===== src/rtl/iter_div_if.sv =====
// ---------------------------------------------------------------------------
// iter_div_if
//   Request/response bundle for the iterative divider.
//   master : execution-unit side (drives operands, consumes results)
//   slave  : divider side
//   Signals
//     in_valid / in_ready     request handshake
//     rs1_data / rs2_data     dividend / divisor
//     div_signed / div_word   operation flavour
//     out_valid / out_ready   result handshake
//     quotient / remainder    results (both returned, consumer selects)
// ---------------------------------------------------------------------------
interface iter_div_if #(
    parameter int XLEN = 64
) ();
    logic            in_valid;
    logic            in_ready;
    logic [XLEN-1:0] rs1_data;
    logic [XLEN-1:0] rs2_data;
    logic            div_signed;
    logic            div_word;
    logic            out_valid;
    logic            out_ready;
    logic [XLEN-1:0] quotient;
    logic [XLEN-1:0] remainder;

    modport master (
        output in_valid, rs1_data, rs2_data, div_signed, div_word, out_ready,
        input  in_ready, out_valid, quotient, remainder
    );

    modport slave (
        input  in_valid, rs1_data, rs2_data, div_signed, div_word, out_ready,
        output in_ready, out_valid, quotient, remainder
    );
endinterface


===== src/rtl/iter_div.sv =====
// ---------------------------------------------------------------------------
// iter_div
//   Iterative radix-2 restoring divider for RV64M DIV/DIVU/REM/REMU and the
//   32-bit W variants. One quotient bit per cycle; quotient and remainder are
//   returned together.
//   Ports
//     clk     rising-edge clock
//     rst_n   asynchronous active-low reset
//     flush   kills any in-flight operation (highest priority)
//     bus     iter_div_if.slave: valid/ready request and response channels
//   Sequence: IDLE -> CALC (N cycles) -> FIX -> DONE -> IDLE.
//   Divide-by-zero and signed overflow go straight from IDLE to DONE.
// ---------------------------------------------------------------------------
module iter_div #(
    parameter int XLEN = 64
) (
    input  logic       clk,
    input  logic       rst_n,
    input  logic       flush,
    iter_div_if.slave  bus
);

    localparam int              CW        = $clog2(XLEN);
    localparam logic [CW-1:0]   CNT_DWORD = CW'(XLEN - 1);
    localparam logic [CW-1:0]   CNT_WORD  = CW'(32'd31);
    localparam logic [XLEN-1:0] ZERO      = {XLEN{1'b0}};
    localparam logic [XLEN-1:0] ALL_ONES  = {XLEN{1'b1}};
    localparam logic [XLEN-1:0] MIN_DWORD = {1'b1, {(XLEN-1){1'b0}}};
    localparam logic [XLEN-1:0] MIN_WORD  = {{(XLEN-31){1'b1}}, {31{1'b0}}};

    typedef enum logic [1:0] {
        ST_IDLE = 2'd0,
        ST_CALC = 2'd1,
        ST_FIX  = 2'd2,
        ST_DONE = 2'd3
    } state_t;

    // Sign-extend a 32-bit value to the full register width.
    function automatic logic [XLEN-1:0] sext32(input logic [31:0] v);
        return {{(XLEN-32){v[31]}}, v};
    endfunction

    state_t          state_r;
    state_t          state_next;
    logic            in_ready_r;
    logic            out_valid_r;
    logic [CW-1:0]   cnt_r;
    logic [XLEN-1:0] dvd_r;      // dividend shifts out the top, quotient bits shift in the bottom
    logic [XLEN-1:0] dsr_r;      // divisor magnitude
    logic [XLEN-1:0] rem_r;      // partial remainder
    logic            word_r;
    logic            neg_q_r;
    logic            neg_r_r;
    logic [XLEN-1:0] quo_out_r;
    logic [XLEN-1:0] rem_out_r;

    logic [XLEN-1:0] op_a_s;
    logic [XLEN-1:0] op_b_s;
    logic            neg_a_s;
    logic            neg_b_s;
    logic [XLEN-1:0] abs_a_s;
    logic [XLEN-1:0] abs_b_s;
    logic            div0_s;
    logic            ovf_s;
    logic            accept_s;
    logic [XLEN:0]   shifted_s;
    logic            qbit_s;
    logic [XLEN-1:0] diff_s;
    logic [XLEN-1:0] q_mag_s;
    logic [XLEN-1:0] r_mag_s;
    logic [XLEN-1:0] q_fix_s;
    logic [XLEN-1:0] r_fix_s;

    // Operand decode: width/sign extension, magnitudes and special-case detection.
    always_comb begin
        op_a_s = ZERO;
        op_b_s = ZERO;
        if (bus.div_word) begin
            if (bus.div_signed) begin
                op_a_s = sext32(bus.rs1_data[31:0]);
                op_b_s = sext32(bus.rs2_data[31:0]);
            end else begin
                op_a_s = {{(XLEN-32){1'b0}}, bus.rs1_data[31:0]};
                op_b_s = {{(XLEN-32){1'b0}}, bus.rs2_data[31:0]};
            end
        end else begin
            op_a_s = bus.rs1_data;
            op_b_s = bus.rs2_data;
        end
        neg_a_s  = bus.div_signed & op_a_s[XLEN-1];
        neg_b_s  = bus.div_signed & op_b_s[XLEN-1];
        abs_a_s  = neg_a_s ? (ZERO - op_a_s) : op_a_s;
        abs_b_s  = neg_b_s ? (ZERO - op_b_s) : op_b_s;
        div0_s   = (op_b_s == ZERO);
        ovf_s    = bus.div_signed & (op_b_s == ALL_ONES)
                 & (op_a_s == (bus.div_word ? MIN_WORD : MIN_DWORD));
        accept_s = bus.in_valid & (state_r == ST_IDLE) & ~flush;
    end

    // One restoring step. The true difference always fits XLEN bits when it is
    // kept, so the subtraction is done modulo 2^XLEN.
    always_comb begin
        shifted_s = {rem_r, dvd_r[XLEN-1]};
        qbit_s    = (shifted_s >= {1'b0, dsr_r});
        diff_s    = shifted_s[XLEN-1:0] - dsr_r;
    end

    // Sign fix-up; word results are re-extended from bit 31 for signed and unsigned ops alike.
    always_comb begin
        q_mag_s = neg_q_r ? (ZERO - dvd_r) : dvd_r;
        r_mag_s = neg_r_r ? (ZERO - rem_r) : rem_r;
        if (word_r) begin
            q_fix_s = sext32(q_mag_s[31:0]);
            r_fix_s = sext32(r_mag_s[31:0]);
        end else begin
            q_fix_s = q_mag_s;
            r_fix_s = r_mag_s;
        end
    end

    // Next-state logic; flush overrides every state.
    always_comb begin
        state_next = state_r;
        if (flush) begin
            state_next = ST_IDLE;
        end else begin
            case (state_r)
                ST_IDLE: begin
                    if (accept_s) begin
                        state_next = (div0_s | ovf_s) ? ST_DONE : ST_CALC;
                    end else begin
                        state_next = ST_IDLE;
                    end
                end
                ST_CALC: begin
                    if (cnt_r == {CW{1'b0}}) begin
                        state_next = ST_FIX;
                    end else begin
                        state_next = ST_CALC;
                    end
                end
                ST_FIX:  state_next = ST_DONE;
                ST_DONE: begin
                    if (bus.out_ready) begin
                        state_next = ST_IDLE;
                    end else begin
                        state_next = ST_DONE;
                    end
                end
                default: state_next = ST_IDLE;
            endcase
        end
    end

    // State register plus registered handshake outputs decoded from the next state.
    always_ff @(posedge clk or negedge rst_n) begin
        if (!rst_n) begin
            state_r     <= ST_IDLE;
            in_ready_r  <= 1'b1;
            out_valid_r <= 1'b0;
        end else begin
            state_r     <= state_next;
            in_ready_r  <= (state_next == ST_IDLE);
            out_valid_r <= (state_next == ST_DONE);
        end
    end

    // Datapath: operand capture, iteration, result registration. A flush freezes
    // everything, so result registers keep their stale contents.
    always_ff @(posedge clk or negedge rst_n) begin
        if (!rst_n) begin
            cnt_r     <= {CW{1'b0}};
            dvd_r     <= ZERO;
            dsr_r     <= ZERO;
            rem_r     <= ZERO;
            word_r    <= 1'b0;
            neg_q_r   <= 1'b0;
            neg_r_r   <= 1'b0;
            quo_out_r <= ZERO;
            rem_out_r <= ZERO;
        end else if (!flush) begin
            case (state_r)
                ST_IDLE: begin
                    if (accept_s) begin
                        word_r  <= bus.div_word;
                        neg_q_r <= neg_a_s ^ neg_b_s;
                        neg_r_r <= neg_a_s;
                        dsr_r   <= abs_b_s;
                        rem_r   <= ZERO;
                        // Word dividends are left-aligned so the MSB feed is identical for both widths.
                        dvd_r   <= bus.div_word ? {abs_a_s[31:0], {(XLEN-32){1'b0}}} : abs_a_s;
                        cnt_r   <= bus.div_word ? CNT_WORD : CNT_DWORD;
                        if (div0_s) begin
                            quo_out_r <= ALL_ONES;
                            rem_out_r <= bus.div_word ? sext32(bus.rs1_data[31:0]) : bus.rs1_data;
                        end else if (ovf_s) begin
                            quo_out_r <= op_a_s;
                            rem_out_r <= ZERO;
                        end
                    end
                end
                ST_CALC: begin
                    rem_r <= qbit_s ? diff_s : shifted_s[XLEN-1:0];
                    dvd_r <= {dvd_r[XLEN-2:0], qbit_s};
                    if (cnt_r != {CW{1'b0}}) begin
                        cnt_r <= cnt_r - {{(CW-1){1'b0}}, 1'b1};
                    end
                end
                ST_FIX: begin
                    quo_out_r <= q_fix_s;
                    rem_out_r <= r_fix_s;
                end
                default: begin
                    cnt_r <= cnt_r;
                end
            endcase
        end
    end

    assign bus.in_ready  = in_ready_r;
    assign bus.out_valid = out_valid_r;
    assign bus.quotient  = quo_out_r;
    assign bus.remainder = rem_out_r;

endmodule


===== src/flat_wrapper.sv =====
// flat-port wrapper written by rule: the top's interface ports become plain ports
module iter_div_flat 
#(
    parameter int XLEN = 64
)
  (clk, rst_n, flush, bus_in_valid, bus_rs1_data, bus_rs2_data, bus_div_signed, bus_div_word, bus_out_ready, bus_in_ready, bus_out_valid, bus_quotient, bus_remainder);
  iter_div_if #(.XLEN(XLEN)) bus_i ();
  input  logic clk;
  input  logic rst_n;
  input  logic flush;
  input wire logic [$bits(bus_i.in_valid)-1:0] bus_in_valid;
  input wire logic [$bits(bus_i.rs1_data)-1:0] bus_rs1_data;
  input wire logic [$bits(bus_i.rs2_data)-1:0] bus_rs2_data;
  input wire logic [$bits(bus_i.div_signed)-1:0] bus_div_signed;
  input wire logic [$bits(bus_i.div_word)-1:0] bus_div_word;
  input wire logic [$bits(bus_i.out_ready)-1:0] bus_out_ready;
  output wire logic [$bits(bus_i.in_ready)-1:0] bus_in_ready;
  output wire logic [$bits(bus_i.out_valid)-1:0] bus_out_valid;
  output wire logic [$bits(bus_i.quotient)-1:0] bus_quotient;
  output wire logic [$bits(bus_i.remainder)-1:0] bus_remainder;
  assign bus_i.in_valid = bus_in_valid;
  assign bus_i.rs1_data = bus_rs1_data;
  assign bus_i.rs2_data = bus_rs2_data;
  assign bus_i.div_signed = bus_div_signed;
  assign bus_i.div_word = bus_div_word;
  assign bus_i.out_ready = bus_out_ready;
  assign bus_in_ready = bus_i.in_ready;
  assign bus_out_valid = bus_i.out_valid;
  assign bus_quotient = bus_i.quotient;
  assign bus_remainder = bus_i.remainder;
  iter_div #(.XLEN(XLEN)) u_core (.clk(clk), .rst_n(rst_n), .flush(flush), .bus(bus_i));
endmodule

===== config.mk =====
export PLATFORM = sky130hd
export DESIGN_NAME = iter_div_flat
export DESIGN_NICKNAME = d
export VERILOG_FILES = /design/src/rtl/iter_div_if.sv /design/src/rtl/iter_div.sv /design/src/flat_wrapper.sv
export SDC_FILE = /design/constraint.sdc
export NUM_CORES = 1
export LEC_CHECK = 0
export ABC_CLOCK_PERIOD_IN_PS = 3600
export CAP_MARGIN = 20
export CORE_AREA = 4 4 258 197
export DETAILED_ROUTE_END_ITERATION = 6
export DIE_AREA = 0 0 262 201
export GPL_TIMING_DRIVEN = 0
export MAX_ROUTING_LAYER = met4
export PLACE_DENSITY = 0.75
export SYNTH_ARGS = -nofsm -noshare
export SYNTH_HDL_FRONTEND = slang
export SYNTH_SLANG_ARGS = --single-unit

===== constraint.sdc =====
create_clock -name clk -period 3.6 [get_ports clk]
set_input_delay 0.54 -clock clk [delete_from_list [all_inputs] [get_ports clk]]
set_output_delay 0.54 -clock clk [all_outputs]
set_load 0.005 [all_outputs]

==> run_results.csv, run 1 <==
group,metric,value,unit
outcome,status,"finished, violations left",
outcome,violations,"DRC, setup timing",
cts,cts-buffers-inserted,37,
yosys,yosysTopAreaCellShare,32.9,%
timing,drv_slew,0,
timing,setup_ws,-0.0482,ns
floorplan,start_util,52.4,%
timing,finalHoldViolCount,0,
yosys,ys_seq_elements,333,
global_routing,grt.overflow.total,0,
yosys,ys_types,97,
yosys,synth_cells,3239,
floorplan,core-area,0.0483,mm^2
global_routing,grt_pass1_wl,169000,um
min_path,hold_path_class,"flip-flop to flip-flop",
worst_setup_path,r2r_cells,12,
worst_setup_path,cpMaxStageDelayCell,"nor2_1",
yosys,synthTopCellsByArea,"dfrtp_1 33%, o21ai_0 9.2%, xnor2_1 7.0%",
yosys,syn_area_per_cell,7.80,um^2
cts,clk_latency,0.57,ns
worst_setup_path,reg2reg_slack,-0.01,ns
cts,clk_pin_slew,0.06,ns
floorplan,ios,265,
timing,whs,0.482,ns
power,p_per_area,755,mW/mm^2
place,place.gp.congestion,1.06,
yosys,ys.flop_type,"dfrtp_1",
detailed_routing,drt_iter0_drc,4418,
job,drv_cap,0,
detailed_routing,post-route-drc-count,2,
global_routing,grt_pass1_vias,26990,
cts,cts.sinks,333,
yosys,synth_area,0.0253,mm^2
yosys,synth_nets,3445,
worst_setup_path,r2r-end,"u_core.bus.remainder[50]",
worst_setup_path,worstPathRequired,4.02,ns
detailed_routing,wl,116000,um
yosys,ys_seq_area_share,33.0,%
global_routing,grt_util_all_layers,43.2,%
min_path,holdPathStages,2,
place,dp_slack,-2.83,ns
worst_setup_path,endpoint_kind,"flip-flop",
worst_setup_path,start_kind,"input pin",
yosys,yosys_warnings,0,
worst_setup_path,crit_arrival,4.07,ns
worst_setup_path,cp_max_fo,10,
detailed_routing,ant_nets,0,
timing,tightest_slew,1.20,ns
worst_setup_path,crit_type,"input pin to flip-flop",
timing,max_freq,274,MHz
floorplan,dieArea,0.0527,mm^2
worst_setup_path,path_cells,"dlygate4sd2_1, clkbuf_8, clkbuf_2, clkbuf_4, clkbuf_4, buf_2, nor2_1, clkbuf_2, nand2_1, o22ai_1, a21oi_1",
power,p_leak,13.0,nW
power,ir_drop,574,uV
floorplan,die_h,201,um
worst_setup_path,r2r_start,"u_core.rem_r[9]",
floorplan,die_x,262,um
cts,htree_num_levels,2,
detailed_routing,drt_pass1_iterations,7,
yosys,synthArstFlopShare,100,%
yosys,synth_top_area_cell,"dfrtp_1",
timing,fin_crit_sh,101,%
final_layout,fillers,4032,
floorplan,num_rows,70,
min_path,min_from,"u_core.dsr_r[44]",
place,dp_hpwl,88700,um
timing,fin_skew,0.0157,ns
detailed_routing,wl_per_cell,27.3,um
place,io_buffer_count,263,
yosys,synth_enable_flop_cells,0,
final_layout,area_delta_synth_final,25.6,%
timing,rsz0062_at_grt,"true",
global_routing,antenna_found_initial,5,
timing,layout_min_cycle_time,3.65,ns
worst_setup_path,critPathMaxStageDelay,0.50,ns
timing,setup_violations,4,
min_path,holdPathEnd,"u_core.dsr_r[44]",
detailed_routing,vias,28898,
final_layout,drive_above_1_share,10.9,%
cts,cts_buffer_depth,3,
detailed_routing,viasPerCell,6.78,
global_routing,grt_max_degree,114,
timing,slew_headroom,19.8,%
final_layout,final_nets,3789,
cts,cts_root_buf,"clkbuf_16",
cts,cts_tree,"yes",
worst max-delay path: cells and delay by family:
kind                   cells  cell delay [ns]
buffers and inverters      7             2.11
and+or+nand+nor            2             0.89
AOI/OAI and AO/OA          2             0.49
synthesized netlist by cell type (all sizes together) (7+ instances only):
master,n
a211oi,9
a21boi,26
a21o,51
a21oi,201
a221oi,29
a22oi,25
a31oi,48
a41oi,7
and2,15
and3,10
buf,30
clkbuf,183
dfrtp,332
ha,70
inv,120
mux2i,57
nand2,467
nand2b,13
nand3,38
nand4,45
nor2,241
nor2b,10
nor3,62
nor4,30
o211ai,10
o21a,14
o21ai,485
o21bai,18
o221ai,8
o22ai,23
o31ai,70
o41ai,27
or2,17
or3,46
or4,35
xnor2,202
xor2,98
how the worst max path moves through the flow:
stage	start	end	slack [ns]	depth (start not counted)
after global placement	rst_n	u_core.bus.quotient[48]	-12.16	1
after global routing	u_core.rem_r[9]	u_core.bus.remainder[50]	-0.06	12
after CTS	u_core.rem_r[56]	u_core.rem_r[30]	0.002	12
final	bus_div_word	u_core.dvd_r[49]	-0.05	11
after detailed placement	bus_div_word	u_core.dvd_r[48]	-2.83	12
after floorplan	u_core.rem_r[57]	u_core.rem_r[1]	0.26	13
sequential cells by signal (all words and copies together) (netlist names):
register / count
u_core.bus.in_ready: 1
u_core.bus.out_valid: 1
u_core.bus.quotient: 64
u_core.bus.remainder: 64
u_core.cnt_r: 6
u_core.dsr_r: 64
u_core.dvd_r: 64
u_core.neg_q_r: 1
u_core.neg_r_r: 1
u_core.rem_r: 64
u_core.state_r: 2
u_core.word_r: 1
layer usage:
| metal | routed length [um] | track usage [%] | vias to the layer above | share of wire [%] |
|---|---|---|---|---|
| met1 | 48200 | 62.3 | 14033 | 41 |
| met2 | 45300 | 56.0 | 2266 | 39 |
| met4 | 4450 | 13.0 | 0 | 3.8 |
| met5 | 0 | - | - | 0 |
| li1 | - | - | 12263 | - |
| met3 | 18300 | 15.9 | 336 | 16 |
kinds of logic (layout without fill, tap and decap cells):
group | count (synthesis) | after routing | synth area share [%]
xor+xnor | 300 | 300 | 10.4
flops | 333 | 333 | 33.0
fa+ha+maj | 71 | 71 | 3.55
compound gates | 1088 | 1088 | 25.9
other cells | 0 | 3 | 0
simple gates | 1049 | 1050 | 19.3
mux | 63 | 63 | 2.53
buf+inv | 335 | 707 | 5.33
power breakdown:
| group | switching, mW | leakage (nW) | internal (mW) | total (mW) |
|---|---|---|---|---|
| sequential | 1.24 | 4.25 | 4.73 | 5.98 |
| clock | 1.69 | 0.619 | 2.43 | 4.12 |
| combinational | 8.02 | 8.12 | 5.85 | 13.9 |
| total | 11.0 | 13.0 | 13.0 | 24.0 |
final cells by class:
class / count / area [um^2] / area share (%)
Clock inverter: 9 / 151 / 0.477
Tap cell: 648 / 811 / 2.55
Antenna cell: 3 / 7.51 / 0.0237
Clock buffer: 59 / 1120 / 3.53
Buffer: 188 / 960 / 3.02
Multi-Input combinational cell: 2572 / 16600 / 52.3
Timing Repair Buffer: 330 / 3280 / 10.3
Sequential cell: 333 / 8360 / 26.3
Inverter: 121 / 455 / 1.43
through the flow:
stage / cells / power (mW) / setup TNS (ns) / area, um^2 / util [%]
after CTS: 4233 / 22.5 / 0 / 30900 / 64.1
after floorplan: 3239 / 13.6 / 0 / 25300 / -
final: 4263 / 24.0 / -0.0717 / 31700 / 65.8
after global routing: 4262 / 25.2 / -0.699 / 31700 / 65.8
after detailed placement: 4156 / 17.6 / -550.18 / 28800 / 59.7
after global placement: 4150 / 17.3 / -4608.74 / 28700 / 59.5
repair_timing:
item	CTS	global route
setup buffers	26	35
cloned	0	1
hold endpoints to repair	63	0
hold buffers	1	0
gates resized for setup	175	156
endpoints found under the setup margin	325	221
pin swaps	15	33
placed cells by master (no fill, tap or decap), types with 34 or more instances in the layout:
| cell type | instances |
|---|---|
| xnor2_1 | 200 |
| or3_1 | 34 |
| buf_4 | 57 |
| ha_1 | 43 |
| clkbuf_1 | 141 |
| a31oi_1 | 42 |
| o31ai_1 | 63 |
| inv_1 | 116 |
| nor2_1 | 233 |
| clkbuf_16 | 39 |
| xor2_1 | 98 |
| mux2i_1 | 57 |
| a21o_1 | 51 |
| nand4_1 | 44 |
| o21ai_0 | 445 |
| a21oi_1 | 195 |
| nand2_1 | 460 |
| dfrtp_1 | 309 |
| nor3_1 | 48 |
| clkdlybuf4s50_1 | 244 |
Note: power is estimated with default switching activity, not from simulation.
==> run 2, diff against run 1 <==
--- a/config.mk
+++ b/config.mk
@@ -6,8 +6,9 @@
 export NUM_CORES = 1
 export LEC_CHECK = 0
 export ABC_CLOCK_PERIOD_IN_PS = 3600
-export CAP_MARGIN = 20
 export CORE_AREA = 4 4 258 197
+export CTS_CLUSTER_DIAMETER = 150
+export CTS_CLUSTER_SIZE = 8
 export DETAILED_ROUTE_END_ITERATION = 6
 export DIE_AREA = 0 0 262 201
 export GPL_TIMING_DRIVEN = 0
==> run_results.csv, run 2 (synthesis gave the netlist of run 1 again) <==
group,metric,value,unit
timing,fin_crit_sh,102,%
timing,rsz0062_at_grt,"true",
power,p_switching,10.9,mW
cts,cts.sinks,333,
power,total_power,23.7,mW
cts,cts_tree,"yes",
worst_setup_path,reg2reg_slack,-0.06,ns
final_layout,fillers,4067,
worst_setup_path,crit_arrival,4.12,ns
power,p_leak,13.0,nW
global_routing,antenna_found_initial,5,
worst_setup_path,cp_num_cells,14,
detailed_routing,wl,117000,um
worst_setup_path,cp-endpoint,"u_core.rem_r[16]",
global_routing,grt_pass1_vias,26875,
detailed_routing,post-route-drc-count,0,
job,drv_cap,0,
worst_setup_path,start_kind,"flip-flop",
floorplan,num_rows,70,
timing,finalHoldViolCount,0,
cts,clk_pin_slew,0.05,ns
final_layout,multi_input_area,0.0165,mm^2
worst_setup_path,path_cells,"ha_4, nand2_1, nor2_4, nand4_1, nor3_2, nand4_1, nor4_4, a2111oi_4, buf_2, nand2_2, buf_8, buf_8, mux2i_1, o21ai_0",
floorplan,start_util,52.4,%
power,combPwrFrac,57.3,%
detailed_routing,wl_per_cell,27.5,um
power,switching_share,46.0,%
worst_setup_path,cpMaxStageDelayCell,"dfrtp_2",
cts,clk_latency,0.61,ns
global_routing,grt_use_met1,62.4,%
final_layout,final_cell_mix,"460 x nand2_1, 442 x o21ai_0, 313 x dfrtp_1",
global_routing,grt_pass1_wl,169000,um
cts,cts_root_buf,"clkbuf_16",
timing,drv_slew,0,
final_layout,area_delta_synth_final,24.8,%
min_path,holdPathStages,3,
global_routing,grt_max_degree,114,
place,place.gp.congestion,1.06,
worst_setup_path,endpoint_kind,"flip-flop",
worst_setup_path,crit_buf_inv,3,
worst_setup_path,critPathMaxStageDelay,0.48,ns
final_layout,drive_above_1_share,10.0,%
worst_setup_path,worstPathRequired,4.05,ns
final_layout,seqCellArea,0.00836,mm^2
timing,max_freq,273,MHz
timing,setup_ws,-0.0634,ns
global_routing,grt_use_met2,57.0,%
detailed_routing,ant_nets,0,
worst_setup_path,r2r_cells,14,
place,io_buffer_count,263,
global_routing,globalRouteMet3Util,16.1,%
global_routing,grt.overflow.total,0,
timing,layout_min_cycle_time,3.66,ns
worst_setup_path,cp_max_fo,10,
outcome,violations,"setup timing",
power,seq_power_share,25.3,%
cts,htree_num_levels,2,
global_routing,grt_busiest_layer,"met1",
cts,cts-buffers-inserted,47,
floorplan,ios,265,
worst_setup_path,critPathTopFamily,"simple AND/OR/NAND/NOR gates",
worst_setup_path,crit_type,"flip-flop to flip-flop",
place,dp_hpwl,88600,um
detailed_routing,vias,28919,
detailed_routing,drt_iter0_drc,4749,
final_layout,layout_commonest_cell,"nand2_1",
global_routing,grt_util_all_layers,43.4,%
power,power.share.clock,17.4,%
floorplan,die_x,262,um
min_path,hold_path_class,"input pin to flip-flop",
power,p_per_area,753,mW/mm^2
power,ir_drop,580,uV
place,dp_slack,-2.90,ns
detailed_routing,viasPerCell,6.81,
timing,slew_headroom,9.04,%
timing,setup_violations,5,
outcome,status,"finished, violations left",
timing,tightest_slew,1.36,ns
timing,fin_skew,0.0291,ns
final_layout,final_nets,3789,
floorplan,die_h,201,um
worst_setup_path,r2r_start,"u_core.rem_r[26]",
power,p_int,12.8,mW
cts,cts_buffer_depth,3,
worst_setup_path,critPathLaunch,"u_core.rem_r[26]",
worst_setup_path,r2r-end,"u_core.rem_r[16]",
floorplan,dieArea,0.0527,mm^2
floorplan,core-area,0.0483,mm^2
detailed_routing,drt_pass1_iterations,7,
[run 2: repair_timing]
action | CTS | global route
gates resized for setup | 175 | 135
setup buffers | 28 | 23
hold buffers | 1 | 0
pin swaps | 19 | 33
endpoints found under the setup margin | 323 | 212
hold endpoints to repair | 63 | 0
[run 2: layout make-up]
cell class | count | share of cell area [%]
buffer | 190 | 3.04
clock buffer | 56 | 3.90
clock inverter | 3 | 0.0952
inverter | 121 | 1.44
antenna | 3 | 0.0238
sequential | 333 | 26.5
multi-input combinational | 2571 | 52.4
tap | 648 | 2.57
timing repair buffer | 319 | 10.1
[run 2: worst min path at each step]
| stage | from | endpoint | slack, ns |
|---|---|---|---|
| CTS | u_core.dsr_r[46] | u_core.dsr_r[46] | 0.48 |
| global placement | u_core.bus.quotient[10] | u_core.bus.quotient[10] | 0.46 |
| finish | bus_rs2_data[15] | u_core.dsr_r[15] | 0.42 |
| floorplan | rst_n | u_core.bus.out_valid | 0.24 |
| detailed placement | u_core.bus.quotient[29] | u_core.bus.quotient[29] | 0.47 |
| global route | bus_rs2_data[15] | u_core.dsr_r[15] | 0.46 |
[run 2: metrics by stage]
step,std cells,hold WS [ns],setup TNS (ns),area [um^2],utilization (%)
floorplan,3239,0.244,0,25300,-
global route,4244,0.465,-0.980,31500,65.3
CTS,4225,0.478,-0.0265,30900,64.0
finish,4244,0.422,-0.105,31500,65.3
global placement,4150,0.460,-4608.74,28700,59.5
detailed placement,4154,0.469,-566.66,28800,59.7
[run 2: routing by layer]
layer,part of all wire [%],routed length [um],vias to the layer above
met5,0,0,-
met4,3.5,4120,0
met3,16,18500,345
met2,39,46100,2230
met1,41,48000,14097
li1,-,-,12247
[run 2: power groups by stage]
stage / Combinational (mW) / Clock, mW / Sequential (mW)
after global routing: 14.5 / 4.27 / 6.07
final: 13.6 / 4.13 / 6.00
after global placement: 11.4 / 0 / 5.90
after detailed placement: 11.7 / 0 / 5.95
after floorplan: 8.06 / 0 / 5.58
after CTS: 12.5 / 4.11 / 5.91
[run 2: worst reg2reg max path: stages (launching register included)]
cell	delay [ns]
dfrtp_2	0.48
ha_4	0.34
nand2_1	0.11
nor2_4	0.26
nand4_1	0.35
nor3_2	0.22
nand4_1	0.22
nor4_4	0.32
a2111oi_4	0.11
buf_2	0.19
nand2_2	0.12
buf_8	0.20
buf_8	0.19
mux2i_1	0.29
o21ai_0	0.13
